**src/rtl/vga_pkg.sv**
```systemverilog
// Shared VGA raster definitions: 640x480@60 Hz timing constants, derived
// totals, sync window bounds and small decode helpers. Imported by the timing
// generator, the draw_* sprite blocks and the pixel mixer so they all agree on
// the same geometry.
package vga_pkg;

  // Raster counters are 10 bits wide, so every total must fit in 1024
  localparam int VGA_CNT_W = 10;

  typedef logic [VGA_CNT_W-1:0] coord_t;

  // A raster position, used when the horizontal and vertical counters travel together
  typedef struct packed {
    coord_t h;
    coord_t v;
  } raster_t;

  // System clocks per pixel: 100 MHz / 4 = 25 MHz pixel rate
  localparam int VGA_CLK_DIV = 4;

  // Horizontal timing, in pixels
  localparam int VGA_H_VIS  = 640;
  localparam int VGA_H_FP   = 16;
  localparam int VGA_H_SYNC = 96;
  localparam int VGA_H_BP   = 48;

  // Vertical timing, in lines
  localparam int VGA_V_VIS  = 480;
  localparam int VGA_V_FP   = 10;
  localparam int VGA_V_SYNC = 2;
  localparam int VGA_V_BP   = 33;

  // Sync pulses are active-low on the standard 640x480 mode
  localparam logic VGA_SYNC_POL = 1'b0;

  // Derived totals: 800 pixels per line, 525 lines per frame
  localparam int VGA_H_TOT = VGA_H_VIS + VGA_H_FP + VGA_H_SYNC + VGA_H_BP;
  localparam int VGA_V_TOT = VGA_V_VIS + VGA_V_FP + VGA_V_SYNC + VGA_V_BP;

  // Sync windows as half-open intervals [start, end): h 656..751, v 490..491
  localparam int VGA_HS_START = VGA_H_VIS + VGA_H_FP;
  localparam int VGA_HS_END   = VGA_H_VIS + VGA_H_FP + VGA_H_SYNC;
  localparam int VGA_VS_START = VGA_V_VIS + VGA_V_FP;
  localparam int VGA_VS_END   = VGA_V_VIS + VGA_V_FP + VGA_V_SYNC;

  // Drawable playfield: draw blocks use h_cnt>>1 / v_cnt>>1 as coordinates
  localparam int VGA_FIELD_W = VGA_H_VIS / 2;
  localparam int VGA_FIELD_H = VGA_V_VIS / 2;

  // Width of a counter that must hold values 0..n-1 (at least one bit)
  function automatic int cnt_width(input int n);
    return (n > 1) ? $clog2(n) : 1;
  endfunction

  // Unsigned half-open window test: lo <= pos < hi
  function automatic logic in_window(input coord_t pos, input coord_t lo, input coord_t hi);
    return (pos >= lo) && (pos < hi);
  endfunction

  // Convert an "inside sync window" flag into the pin level for a given polarity
  function automatic logic sync_drive(input logic active, input logic pol);
    return active ? pol : ~pol;
  endfunction

endpackage

```
**src/rtl/clk_en_div.sv**
```systemverilog
// Clock-enable divider: produces a one-clock pulse every DIV system clocks.
// Used as the VGA pixel-rate enable and reusable for game-tick timers. The
// first pulse appears DIV clocks after reset release.
module clk_en_div
  import vga_pkg::*;
#(
  parameter int DIV = 4
) (
  input  logic clk,
  input  logic rst_n,
  output logic en_out
);

  localparam int CW = cnt_width(DIV);
  localparam logic [CW-1:0] CNT_LAST = CW'(DIV - 1);

  // A divide ratio below two would make the enable permanently high or undefined
  if (DIV < 2) begin : g_chk_div
    $error("clk_en_div: DIV must be >= 2");
  end

  logic [CW-1:0] cnt;

  // Free-running 0..DIV-1 counter; the enable is registered off the terminal count
  always_ff @(posedge clk or negedge rst_n) begin
    if (!rst_n) begin
      cnt    <= '0;
      en_out <= 1'b0;
    end else begin
      if (cnt == CNT_LAST) begin
        cnt <= '0;
      end else begin
        cnt <= cnt + 1'b1;
      end
      en_out <= (cnt == CNT_LAST);
    end
  end

endmodule

```
**src/rtl/vga_timing_gen.sv**
```systemverilog
// VGA raster timing generator. Divides the system clock down to the pixel
// rate, runs the horizontal/vertical position counters and decodes sync,
// active-video and line/frame strobes. Every decoded output is registered from
// the next-state counter values, so it changes on exactly the same edge as
// h_cnt/v_cnt and never lags them.
module vga_timing_gen
  import vga_pkg::*;
#(
  parameter int   CLK_DIV  = VGA_CLK_DIV,
  parameter int   H_VIS    = VGA_H_VIS,
  parameter int   H_FP     = VGA_H_FP,
  parameter int   H_SYNC   = VGA_H_SYNC,
  parameter int   H_BP     = VGA_H_BP,
  parameter int   V_VIS    = VGA_V_VIS,
  parameter int   V_FP     = VGA_V_FP,
  parameter int   V_SYNC   = VGA_V_SYNC,
  parameter int   V_BP     = VGA_V_BP,
  parameter logic SYNC_POL = VGA_SYNC_POL
) (
  input  logic       clk,
  input  logic       rst_n,
  output logic       pclk_en,
  output logic [9:0] h_cnt,
  output logic [9:0] v_cnt,
  output logic       valid,
  output logic       hsync,
  output logic       vsync,
  output logic       line_end,
  output logic       frame_start
);

  localparam int H_TOT = H_VIS + H_FP + H_SYNC + H_BP;
  localparam int V_TOT = V_VIS + V_FP + V_SYNC + V_BP;

  localparam coord_t H_LAST  = 10'(H_TOT - 1);
  localparam coord_t V_LAST  = 10'(V_TOT - 1);
  localparam coord_t H_VIS_C = 10'(H_VIS);
  localparam coord_t V_VIS_C = 10'(V_VIS);
  localparam coord_t HS_LO   = 10'(H_VIS + H_FP);
  localparam coord_t HS_HI   = 10'(H_VIS + H_FP + H_SYNC);
  localparam coord_t VS_LO   = 10'(V_VIS + V_FP);
  localparam coord_t VS_HI   = 10'(V_VIS + V_FP + V_SYNC);

  // The counters are 10 bits, so the raster must fit in 1024 x 1024
  if ((H_TOT > 1024) || (V_TOT > 1024)) begin : g_chk_size
    $error("vga_timing_gen: H_TOT and V_TOT must be <= 1024");
  end

  raster_t pos_nxt;
  logic    h_at_last;

  // Pixel-rate enable; h_cnt/v_cnt advance on the edge that follows each pulse
  clk_en_div #(
    .DIV (CLK_DIV)
  ) u_pix_div (
    .clk    (clk),
    .rst_n  (rst_n),
    .en_out (pclk_en)
  );

  // Next raster position: advance one pixel per enable, wrapping line then frame
  always_comb begin
    pos_nxt.h = h_cnt;
    pos_nxt.v = v_cnt;
    if (pclk_en) begin
      if (h_cnt == H_LAST) begin
        pos_nxt.h = '0;
        if (v_cnt == V_LAST) begin
          pos_nxt.v = '0;
        end else begin
          pos_nxt.v = v_cnt + 1'b1;
        end
      end else begin
        pos_nxt.h = h_cnt + 1'b1;
      end
    end
  end

  // Counter and decode registers, all loaded from the next position on the same edge
  always_ff @(posedge clk or negedge rst_n) begin
    if (!rst_n) begin
      h_cnt       <= '0;
      v_cnt       <= '0;
      valid       <= 1'b1;
      hsync       <= ~SYNC_POL;
      vsync       <= ~SYNC_POL;
      h_at_last   <= 1'b0;
      frame_start <= 1'b0;
    end else begin
      h_cnt       <= pos_nxt.h;
      v_cnt       <= pos_nxt.v;
      valid       <= (pos_nxt.h < H_VIS_C) && (pos_nxt.v < V_VIS_C);
      hsync       <= sync_drive(in_window(pos_nxt.h, HS_LO, HS_HI), SYNC_POL);
      vsync       <= sync_drive(in_window(pos_nxt.v, VS_LO, VS_HI), SYNC_POL);
      h_at_last   <= (pos_nxt.h == H_LAST);
      frame_start <= pclk_en && (h_cnt == H_LAST) && (v_cnt == V_LAST);
    end
  end

  // line_end must coincide with the enable pulse itself, so it gates two flop outputs;
  // both fall together when the line wraps, so the product is clean.
  assign line_end = pclk_en & h_at_last;

endmodule

```
**config.mk**
```make
export PLATFORM = sky130hd
export DESIGN_NAME = vga_timing_gen
export DESIGN_NICKNAME = d
export VERILOG_FILES = /design/src/rtl/vga_pkg.sv /design/src/rtl/clk_en_div.sv /design/src/rtl/vga_timing_gen.sv
export SDC_FILE = /design/constraint.sdc
export NUM_CORES = 1
export LEC_CHECK = 0
export CORE_ASPECT_RATIO = 0.5
export CORE_MARGIN = 5
export CORE_UTILIZATION = 47
export CTS_CLUSTER_SIZE = 10
export DETAILED_ROUTE_END_ITERATION = 10
export PLACE_DENSITY_LB_ADDON = 0.3
export SLEW_MARGIN = 20
export SYNTH_ARGS = -nofsm -noshare
export SYNTH_HDL_FRONTEND = slang
export SYNTH_SLANG_ARGS = --single-unit
```
**constraint.sdc**
```tcl
create_clock -name clk -period 2.2 [get_ports clk]
set_input_delay 0.22 -clock clk [delete_from_list [all_inputs] [get_ports clk]]
set_output_delay 0.22 -clock clk [all_outputs]
set_load 0.03 [all_outputs]
```
# ---- Word-level counts from Yosys, hierarchy flattened
# Cells that the tools add are included.
# W data, S select, Z words.
dict set report classes {
  eq_ne 4
  magnitude_cmp 6
  mux 7
  bitwise 1
  n_reduce_logical 5
  add_sub_neg 3
}
# cell count
set ops {}
lappend ops {{$eq A10 B10 Y1 const B} 3}
lappend ops {{$mux W10} 3}
lappend ops {{$add A10 B1 Y10 const B} 2}
lappend ops {{$lt A10 B10 Y1 const B} 2}
lappend ops {{$lt A10 B9 Y1 const B} 2}
lappend ops {{$mux W20} 1}
lappend ops {{$ge A10 B10 Y1 const B} 1}
lappend ops {{$ge A10 B9 Y1 const B} 1}
lappend ops {{$logic_and A1 B1 Y1} 5}
lappend ops {{$add A2 B1 Y2 const B} 1}
lappend ops {{$eq A2 B2 Y1 const B} 1}
lappend ops {{$mux W1} 2}
lappend ops {{$mux W2} 1}
lappend ops {{$and A1 B1 Y1} 1}
dict set report totals {
  register_bits 28
  wordCells 35
  input_bits 2
}

# ---- Depth between registers and ports, before layout
# Gate-level depths: netlist of run 1.
dict set report logic_depth {
  ltp_word 7
  mapped_depth 9
  ltp_nobuf 7
}

# ---- Modules after synthesis
# Synthesis of run 1 repeated with hierarchy kept, for this count alone.
dict set report hier_totals {
  hier_cells 149
  hier_area_um2 1532.7
}
# module seq_area_each_um2 cells_each area_each_um2 instances
set modules_own_cells {}
lappend modules_own_cells {vga_timing_gen 629.4 144 1441.4 1}
lappend modules_own_cells {clk_en_div 75.1 5 91.3 1}

# ---- Worst setup path before layout of run 1
# Ideal clock, no wire load.
dict set report synth_timing {
  path_type {reg2reg}
  from {register v_cnt[0]}
  to {register valid}
  n_path_buf 1
  path_stages_with_launch 9
  required_ps 2110
  path_slack_ps -115
  period_less_slack_ps 2315
  t_arrival_ps 2225
  path_cell_list {dfrtp_1 -> inv_1 -> ha_1 -> or4b_1 -> or4_1 -> buf_6 -> a21oi_4 -> o21bai_2 -> nor4_2}
}
# item line
set synth_rtl {}
lappend synth_rtl {{start: declaration} vga_timing_gen.sv:24} ;# output logic [9:0] v_cnt,
lappend synth_rtl {{start signal: assignment} vga_timing_gen.sv:91} ;# v_cnt <= pos_nxt.v;
lappend synth_rtl {{end signal: assignment} vga_timing_gen.sv:92} ;# valid <= (pos_nxt.h < H_VIS_C) && (pos_nxt.v < V_VIS_C);
lappend synth_rtl {{end: declaration} vga_timing_gen.sv:25} ;# output logic valid,

==> results of run 1 <==
==> layout by cell type (no fill, tap or decap), drive strengths merged, types with 2 or more instances in the layout <==
master,Yosys,routed
inv,6,6
or3,2,2
mux2i,3,3
dfstp,3,3
xor2,5,5
o311ai,2,2
xnor2,8,8
o21ai,8,8
or4,4,4
nand2,12,12
nor3,7,7
nand4,10,10
and3,3,3
nor2,14,14
nand4b,4,4
a21oi,10,10
a211oi,2,2
ha,4,4
nor3b,3,3
clkdlybuf4s50,0,27
buf,6,14
nand3,9,9
nor4b,2,2
dfrtp,25,25
clkbuf,6,4
==> per-layer routing <==
metal / share of wire, % / vias up
met5: 0 / -
met4: 1.1 / 0
met1: 45 / 721
met3: 4.8 / 6
li1: - / 720
met2: 49 / 32
==> worst reg2reg max path, stage by stage (launching register included) <==
cell     delay [ns]
dfrtp_2        0.42
inv_2          0.07
ha_1           0.13
or4b_4         0.46
or4_4          0.55
nor2b_1        0.16
o21ai_0        0.14
o21ai_1        0.08
==> logic make-up (layout without fill, tap and decap cells) <==
family | count (synthesis) | in the layout
and+or+nand+nor | 80 | 80
xor gates and xnor gates | 13 | 13
AOI/OAI and AO/OA | 32 | 32
adders and majority gates | 4 | 4
muxes | 3 | 3
buffers and inverters | 18 | 51
DFF | 28 | 28
==> worst max path at each step <==
stage              from        to  cells past startpoint
4_1_cts        v_cnt[0]     valid                      7
5_1_grt        h_cnt[0]     vsync                      6
3_3_place_gp   v_cnt[0]     valid                      7
3_5_place_dp   v_cnt[0]     valid                      7
6_report       v_cnt[0]  v_cnt[2]                      7
2_1_floorplan  v_cnt[0]     valid                      8
==> stage by stage <==
step	setup slack, ns	utilization, %	setup TNS, ns
final	0.0893	61.8	0
after global routing	-0.00920	61.8	-0.00920
after global placement	0.0511	60.0	0
after CTS	0.0411	61.7	0
after detailed placement	-0.0205	60.0	-0.0205
after floorplan	-0.0190	-	-0.0190
==> layout make-up <==
cell class / instances / area share [%]
Sequential cell: 28 / 33.6
Inverter: 6 / 1.07
Clock buffer: 4 / 2.61
Timing Repair Buffer: 41 / 17.8
Multi-Input combinational cell: 132 / 41.9
Tap cell: 51 / 3.02
==> power groups by stage <==
| stage | sequential [W] | clock, W | combinational (W) |
|---|---|---|---|
| global placement | 0.000524 | 0 | 0.0000134 |
| global route | 0.000515 | 0.000365 | 0.0000156 |
| detailed placement | 0.000524 | 0 | 0.0000140 |
| finish | 0.000515 | 0.000333 | 0.0000129 |
| CTS | 0.000515 | 0.000338 | 0.0000140 |
| floorplan | 0.000525 | 0 | 0.000000000308 |
==> timing repair <==
item,4_1_cts,5_1_grt
gates resized for setup,1,3
endpoints found under the setup margin,1,1
pin swaps,0,2
==> summary.md, run 1 <==
| Metric | Value |
|---|---|
| Status | finished clean |
| CTS Buf Count | 3 |
| Clock sinks | 28 |
| Critical Path RT | about 2.4 ns |
| Top Usage Layer GRT | met2 |
| Cells after DPL | approximately 260 |
| Top cells by area, synth | dfrtp_1, dfstp_2, xnor2_1, nand4_1, nor2_1 |
| Largest family of logic cells by synthesized area | simple AND/OR/NAND/NOR gates |
| Largest net degree at the start of global routing | 29 |
| Fin nets | 218 |
| Worst-case reg-to-reg path depth | 7 |
| Clock root cell | clkbuf_8 |
| 1st-iter DRT viols | 71 |
| Layout cell share with drive strength beyond 1 | 16.6% |
| Prevailing post-synth register cell | dfrtp_1 |
| Static leakage | 0.829 nW |
| Switch share | a little over a fifth |
| Synth top area share | approximately 38% |
| DRT Pass-1 Iters | 4 |
| Worst setup EP type | register |
| CP delay by family, top | simple AND/OR/NAND/NOR gates |
| Minimum clock period | 2.11 ns |
| Avg Vias per Cell | 5.65 |
| # diodes | 0 |
| Hold Vio Cnt, Final | 0 |
| Complex-gate fraction of the synthesized area | approximately an eighth |
| Yosys cell types | 47 |
| DRC Markers | 0 |
| Total power | 0.000860 W |
| I/O pin total | 28 |
| Post-synthesis simple-gate area fraction | ~28% |
| Via count | about 1,500 |
| Vias in the first global route | around 1,400 |
| Fmax | ~470 MHz |
| Clock latency at the later pin of the worst-skew pair | 0.28 ns |
| Reg2Reg Capture Point | v_cnt[2] |
| Max cap viols | 0 |
| Routed len/inst | 14.8 um |
| CTS tree | done |
| Post-synthesis sequential area ratio | 42.4% |
| Clock tree buffer depth | 2 |
| VDD IR-drop max | slightly above 0.3 mV |
| Yosys warns | 0 |
| WP buf/inv | 1 |
| Met1 Track Usage GR | between 20% and 30% |
| EDFF count, synth | 0 |
| Met2 GRT Util | a little under 30% |
| Rows | 15 |
| Final worst path period share | 95.9% |
| First-pass GRT wire length | between 6 and 7 mm |
| Mux contribution to synthesized area | roughly 1.8% |
| Final hold slack | ~0.31 ns |
| Starting Density | between 40% and 50% |
| Fillers | approximately 300 |
| Cell Area, Synth | approximately 1700 um^2 |
| CP arrival | 2.28 ns |
| Clock share of power | between 30% and 40% |
| Post-synthesis xor/xnor area fraction | 6.85% |
| Worst r2r src | v_cnt[0] |
| Met3 usage in global routing | approximately 5.2% |
| Crit path cell chain | inv_2, ha_1, or4b_4, or4_4, nor2b_1, o21ai_0, o21ai_1 |
| Reg2reg setup slack | approximately 0.089 ns |
| Post-synthesis cell count | 178 |
| Fraction of registers with async set or reset after synthesis | 100% |
| Setup violators final | 0 |
| Synth Area in Adders | 3.01% |
| Die footprint | 4900 um^2 |
| P_int | slightly below 0.0007 W |
| CP Class | register to register |
| Most frequent cells after synthesis | dfrtp_1, nor2_1, nand2_1 |
| Postcts setup bufs | 0 |
| Combinational power share | 1.5% |
| Slew Limit Fails | 0 |
| Post-Syn Nets | approximately 180 |
| Area Growth Syn to Fin | 27.0% |
| Crit start category | register |
| Worst-Margin Slew | about 0.43 ns |
| Post-CTS Hold Buffers | 0 |
| Flop pwr share | around three fifths |
| Clock Skew | approximately 0.005 ns |
| Detail Placement HPWL | around 2.8 mm |
| GR Util All Layers | approximately 18% |
| Die height | around 52 um |
| Critical-path top delay cell | or4_4 |
| Placer Congestion | around 0.9 |
| Post-DP Area | between 2000 and 2500 um^2 |
| Largest regs | h_cnt: 10 flops, v_cnt: 10 flops, u_pix_div.cnt: 2 flops |
| Wirelength, routed | 3.88 mm |
| Critical path's largest stage delay | 0.55 ns |
| Post-synth top area cell | dfrtp_1 |
| Tightest Hold Check Type | primary input to asynchronous set/reset pin |
| Seq cells post-synth | 28 |
| Fin area | between 2000 and 2500 um^2 |
| H-tree Lvls | 1 |
| Reg area | ~700 um^2 |
| Core area | ~3400 um^2 |
| Die width | 94.1 um |
| Power per cell area | around 410 nW/um^2 |
| Antenna Nets Post-Route | 0 |
| Multi-input logic area | 886 um^2 |
| Post-Syn Area per Cell | approximately 9.3 um^2 |
| Most numerous cell in the Yosys netlist | dfrtp_1 |
| Layout Cells excl Fill | 262 |
| Reg clk slew, reported paths | ~0.10 ns |
| CP max FO | 6 |
| # port buffers | 27 |
| Total gr overflow | 0 |
| Psw | roughly 0.00018 W |
| Max_slew headroom | between 70% and 80% |
| Antenna violations before repair | 0 |
Power figures use the tool's default switching activity.
==> inputs of run 2 (changes only) <==
--- a/config.mk
+++ b/config.mk
@@ -7,11 +7,11 @@
 export LEC_CHECK = 0
 export CORE_ASPECT_RATIO = 0.5
 export CORE_MARGIN = 5
-export CORE_UTILIZATION = 47
+export CORE_UTILIZATION = 45
 export CTS_CLUSTER_SIZE = 10
 export DETAILED_ROUTE_END_ITERATION = 10
 export PLACE_DENSITY_LB_ADDON = 0.3
-export SLEW_MARGIN = 20
+export SLEW_MARGIN = 25
 export SYNTH_ARGS = -nofsm -noshare
 export SYNTH_HDL_FRONTEND = slang
 export SYNTH_SLANG_ARGS = --single-unit
==> summary.md, run 2 (synthesis gave the netlist of run 1 again) <==
| Metric | Value |
|---|---|
| Status | finished clean |
| # port buffers | 27 |
| Worst setup EP type | register |
| Final WS setup | 0.136 ns |
| Rows | 15 |
| Die footprint | between 5000 and 6000 um^2 |
| Die height | between 50 and 60 um |
| RSZ-0062 raised after global routing | false |
| Final worst path period share | 93.8% |
| Antenna Nets Post-Route | 0 |
| Critical path's largest stage delay | ~0.47 ns |
| DRC Markers | 0 |
| Clock sinks | 28 |
| Tightest Hold Check Type | primary input to asynchronous set/reset pin |
| Power per cell area | 385 nW/um^2 |
| Critical Path RT | approximately 2.4 ns |
| Detail Placement HPWL | ~2.9 mm |
| Hold Vio Cnt, Final | 0 |
| 1st-iter DRT viols | 64 |
| WP buf/inv | 0 |
| Clock tree buffer depth | 2 |
| Reg clk slew, reported paths | approximately 0.10 ns |
| CP delay by family, top | compound AO/OA/AOI/OAI gates |
| CP max FO | 6 |
| Antenna violations before repair | 0 |
| Largest net degree at the start of global routing | 29 |
| Wirelength, routed | about 4 mm |
| Critical-path top delay cell | a2111oi_0 |
| Total gr overflow | 0 |
| Clock root cell | clkbuf_8 |
| Fin nets | 220 |
| Largest regs | h_cnt: 10 flops, v_cnt: 10 flops, u_pix_div.cnt: 2 flops |
| Minimum clock period | about 2.1 ns |
| Core area | between 3000 and 4000 um^2 |
| GR Util All Layers | between 10% and 20% |
| CP arrival | ~2.3 ns |
| CTS Buf Count | 3 |
| Layout cell share with drive strength beyond 1 | 16.4% |
| # diodes | 0 |
| VDD IR-drop max | about 0.33 mV |
| Routed len/inst | 14.8 um |
| Worst-Margin Slew | between 0.3 and 0.4 ns |
| Crit start category | register |
| Static leakage | around 0.83 nW |
| CP Class | register to register |
| CTS tree | done |
| Avg Vias per Cell | 5.70 |
| Starting Density | about 48% |
| Fillers | 302 |
| Commonest non-fill, non-tap cells in the layout | clkdlybuf4s50_1, dfrtp_1, buf_4 |
| Pre-CTS setup slack | 0.0113 ns |
| Post-DP Area | 2060 um^2 |
| Clock Skew | roughly 0.01 ns |
| Area Growth Syn to Fin | 27.1% |
| Max cap viols | 0 |
| Max_slew headroom | between 70% and 80% |
| Fmax | slightly below 500 MHz |
| First-pass GRT wire length | about 6.6 mm |
| Vias in the first global route | 1,420 |
| DRT Pass-1 Iters | 4 |
| Setup violators final | 0 |
| Via count | 1,504 |
| Fin area | 2110 um^2 |
| H-tree Lvls | 1 |
| Clock latency at the later pin of the worst-skew pair | around 0.28 ns |
| Slew Limit Fails | 0 |
| Crit path cell chain | ha_1, and4_1, nand3_1, a2111oi_0, o22a_1, o2111ai_1 |
| Die width | about 96 um |
| Commonest non-fill, non-tap cell in the layout | clkdlybuf4s50_1 |
| Placer Congestion | between 0.8 and 0.9 |
| I/O pin total | 28 |
## run 2: cell types whose count changed in the layout (fill, tap and decap cells not counted), sizes merged
cell	delta
buf	+2
## run 2: final timing paths
path	start	to	slack, ns	cells after the start
worst max-delay path	h_cnt[1]	vsync	0.14	6
worst min-delay path	rst_n	h_cnt[0]	0.30	2
worst max register to register	h_cnt[1]	vsync	0.14	6
worst min register to register	u_pix_div.cnt[0]	u_pix_div.cnt[0]	0.44	1
max in group asynchronous	rst_n	vsync	1.57	2
min in group clk	u_pix_div.cnt[0]	u_pix_div.cnt[0]	0.44	1
## run 2: final cells by class
cell class,instances,area (um^2),area share [%]
tap,51,63.8,3.02
sequential,28,709,33.6
timing repair buffer,43,390,18.5
clock buffer,4,45.0,2.13
inverter,6,22.5,1.07
multi-input combinational,132,882,41.7
## run 2: where the power goes
group | internal [W] | leakage, nW | total [W] | switching, W
Sequential | 0.000514 | 0.360 | 0.000514 | 0
Clock | 0.000130 | 0.0228 | 0.000288 | 0.000158
Combinational | 0.00000271 | 0.452 | 0.0000125 | 0.00000979
Total | 0.000647 | 0.834 | 0.000815 | 0.000168
## run 2: layer usage
layer | vias up | share of wire, % | GRT usage (%)
met5 | - | 0 | 0
met4 | 0 | 1.6 | 4.72
met3 | 8 | 6.2 | 5.40
met2 | 47 | 47 | 29.7
met1 | 723 | 45 | 20.4
li1 | 726 | - | -
## run 2: through the flow
stage | utilization [%] | power, W | setup TNS, ns | hold WS (ns) | std cells
after floorplan | - | 0.000525 | -0.0190 | -0.0756 | 178
after global placement | 59.1 | 0.000538 | 0 | 0.413 | 260
after detailed placement | 59.1 | 0.000538 | 0 | 0.418 | 260
after CTS | 60.5 | 0.000830 | 0 | 0.317 | 264
after global routing | 60.5 | 0.000848 | 0 | 0.349 | 264
final | 60.5 | 0.000815 | 0 | 0.302 | 264
## run 2: repair_timing
action / 4_1_cts / 5_1_grt
resized for setup: 1 / 1
hold buffers: 0 / 0
pin swaps: 0 / 1
endpoints found under the setup margin: 1 / 1
buffers inserted: 0 / 0
==> inputs of run 3 (changes only) <==
--- a/config.mk
+++ b/config.mk
@@ -7,7 +7,7 @@
 export LEC_CHECK = 0
 export CORE_ASPECT_RATIO = 0.5
 export CORE_MARGIN = 5
-export CORE_UTILIZATION = 45
+export CORE_UTILIZATION = 30
 export CTS_CLUSTER_SIZE = 10
 export DETAILED_ROUTE_END_ITERATION = 10
 export PLACE_DENSITY_LB_ADDON = 0.3
==> summary.md, run 3 (synthesis gave the netlist of run 1 again) <==
| Metric | Value |
|---|---|
| Status | finished clean |
| Cells after DPL | about 280 |
| DRT Pass-1 Iters | 4 |
| Clock root cell | clkbuf_8 |
| Routed len/inst | approximately 14 um |
| Die footprint | around 7200 um^2 |
| Tightest Hold Check Type | primary input to asynchronous set/reset pin |
| Area Growth Syn to Fin | 28.8% |
| Vias in the first global route | between 1,000 and 1,500 |
| Fin nets | 219 |
| CP Class | register to register |
| CTS Buf Count | 3 |
| Detail Placement HPWL | between 2 and 3 mm |
| RSZ-0062 raised after global routing | false |
| DRC Markers | 0 |
| Static leakage | between 0.8 and 0.9 nW |
| Die width | approximately 120 um |
| Critical Path RT | about 2.4 ns |
| Commonest non-fill, non-tap cells in the layout | clkdlybuf4s50_1, dfrtp_1, buf_4 |
| Reg2reg setup slack | ~0.078 ns |
| VDD IR-drop max | between 0.3 and 0.4 mV |
| Clock sinks | 28 |
| Layout cell share with drive strength beyond 1 | 16.0% |
| CP arrival | ~2.3 ns |
| Worst Setup EP | valid |
| Clock tree buffer depth | 2 |
| Reg clk slew, reported paths | around 0.1 ns |
| Post-CTS Hold Buffers | 0 |
| Setup TNS | 0 ns |
| Max_slew headroom | between 60% and 70% |
| Core area | between 5000 and 6000 um^2 |
| Clock Skew | between 0.007 and 0.008 ns |
| Minimum clock period | between 2 and 2.5 ns |
| CP max FO | 5 |
| Antenna violations before repair | 0 |
| Layout Cells excl Fill | about 290 |
| Worst-Margin Slew | around 0.49 ns |
| Fmax | ~470 MHz |
| Largest regs | h_cnt: 10 flops, v_cnt: 10 flops, u_pix_div.cnt: 2 flops |
| 1st-iter DRT viols | ~100 |
| Final Util | roughly 40% |
| Placer Congestion | 0.865 |
| Largest net degree at the start of global routing | 29 |
| Antenna Nets Post-Route | 0 |
| Worst-case reg-to-reg path depth | 7 |
| Reg2Reg Capture Point | valid |
| Setup violators final | 0 |
| Final worst path period share | roughly 96% |
| Commonest non-fill, non-tap cell in the layout | clkdlybuf4s50_1 |
| Die height | between 60 and 70 um |
| Fillers | 543 |
| Rows | 19 |
| Wirelength, routed | between 4 and 5 mm |
| Postcts setup bufs | 0 |
| Avg Vias per Cell | about 5.3 |
| Hold Vio Cnt, Final | 0 |
| # port buffers | 27 |
| Worst setup EP type | register |
| Power per cell area | around 400 nW/um^2 |
| Fin area | about 2100 um^2 |
| Max cap viols | 0 |
| Starting Density | approximately 31% |
| Critical path startpoint | v_cnt[0] |
| Post-DP Area | between 2000 and 2500 um^2 |
| # diodes | 0 |
| I/O pin total | 28 |
| GR Util All Layers | between 10% and 20% |
| Slew Limit Fails | 0 |
| H-tree Lvls | 1 |
| First-pass GRT wire length | 6.87 mm |
| Clock latency at the later pin of the worst-skew pair | 0.28 ns |
| Crit start category | register |
| Total gr overflow | 0 |
| CTS tree | done |
| Via count | approximately 1,500 |
| Worst r2r src | v_cnt[0] |
==> run 3: cell type report <==
class | instances | area, um^2 | share of cell area (%)
multi-input cells | 132 | 881 | 41.1
flip-flops and latches | 28 | 709 | 33.1
repair buffers | 42 | 383 | 17.9
well taps | 73 | 91.3 | 4.26
clock buffers | 4 | 55.1 | 2.57
inverters | 6 | 22.5 | 1.05
==> run 3: metal layers <==
metal | GRT usage, % | vias to the layer above | wire, um
met4 | 2.34 | 0 | 21
li1 | - | 725 | -
met2 | 18.4 | 54 | 1850
met5 | 0 | - | 0
met1 | 15.9 | 722 | 1890
met3 | 2.61 | 2 | 254
==> run 3: worst max-delay path, cell delays in order (launching register included) <==
cell      delay (ns)
dfrtp_2         0.42
inv_2           0.06
ha_1            0.13
or4b_1          0.45
or4_4           0.49
a21oi_4         0.14
o21bai_2        0.08
nor4_2          0.27
==> run 3: worst min path at each step <==
stage	endpoint	slack [ns]	cells after the start
after floorplan	frame_start	-0.08	0
after global placement	u_pix_div.cnt[0]	0.41	1
after detailed placement	u_pix_div.cnt[0]	0.43	1
after CTS	v_cnt[4]	0.33	2
after global routing	v_cnt[2]	0.35	2
final	v_cnt[5]	0.32	2
==> run 3: metrics by stage <==
stage	hold slack [ns]	power, W	setup slack [ns]
5_1_grt	0.347	0.000878	0.00392
6_report	0.317	0.000852	0.0781
3_3_place_gp	0.414	0.000538	0.0420
2_1_floorplan	-0.0756	0.000525	-0.0190
3_5_place_dp	0.428	0.000538	0.00795
4_1_cts	0.329	0.000862	0.0740
==> run 3: power by group <==
part / switching, W / internal [W]
clock: 0.000165 / 0.000160
combinational: 0.00000988 / 0.00000271
sequential: 0 / 0.000515
==> run 3: what timing repair did <==
action | CTS | global route
endpoints found under the hold margin | 0 | 0
resized for setup | 1 | 0
endpoints found under the setup margin | 1 | 0
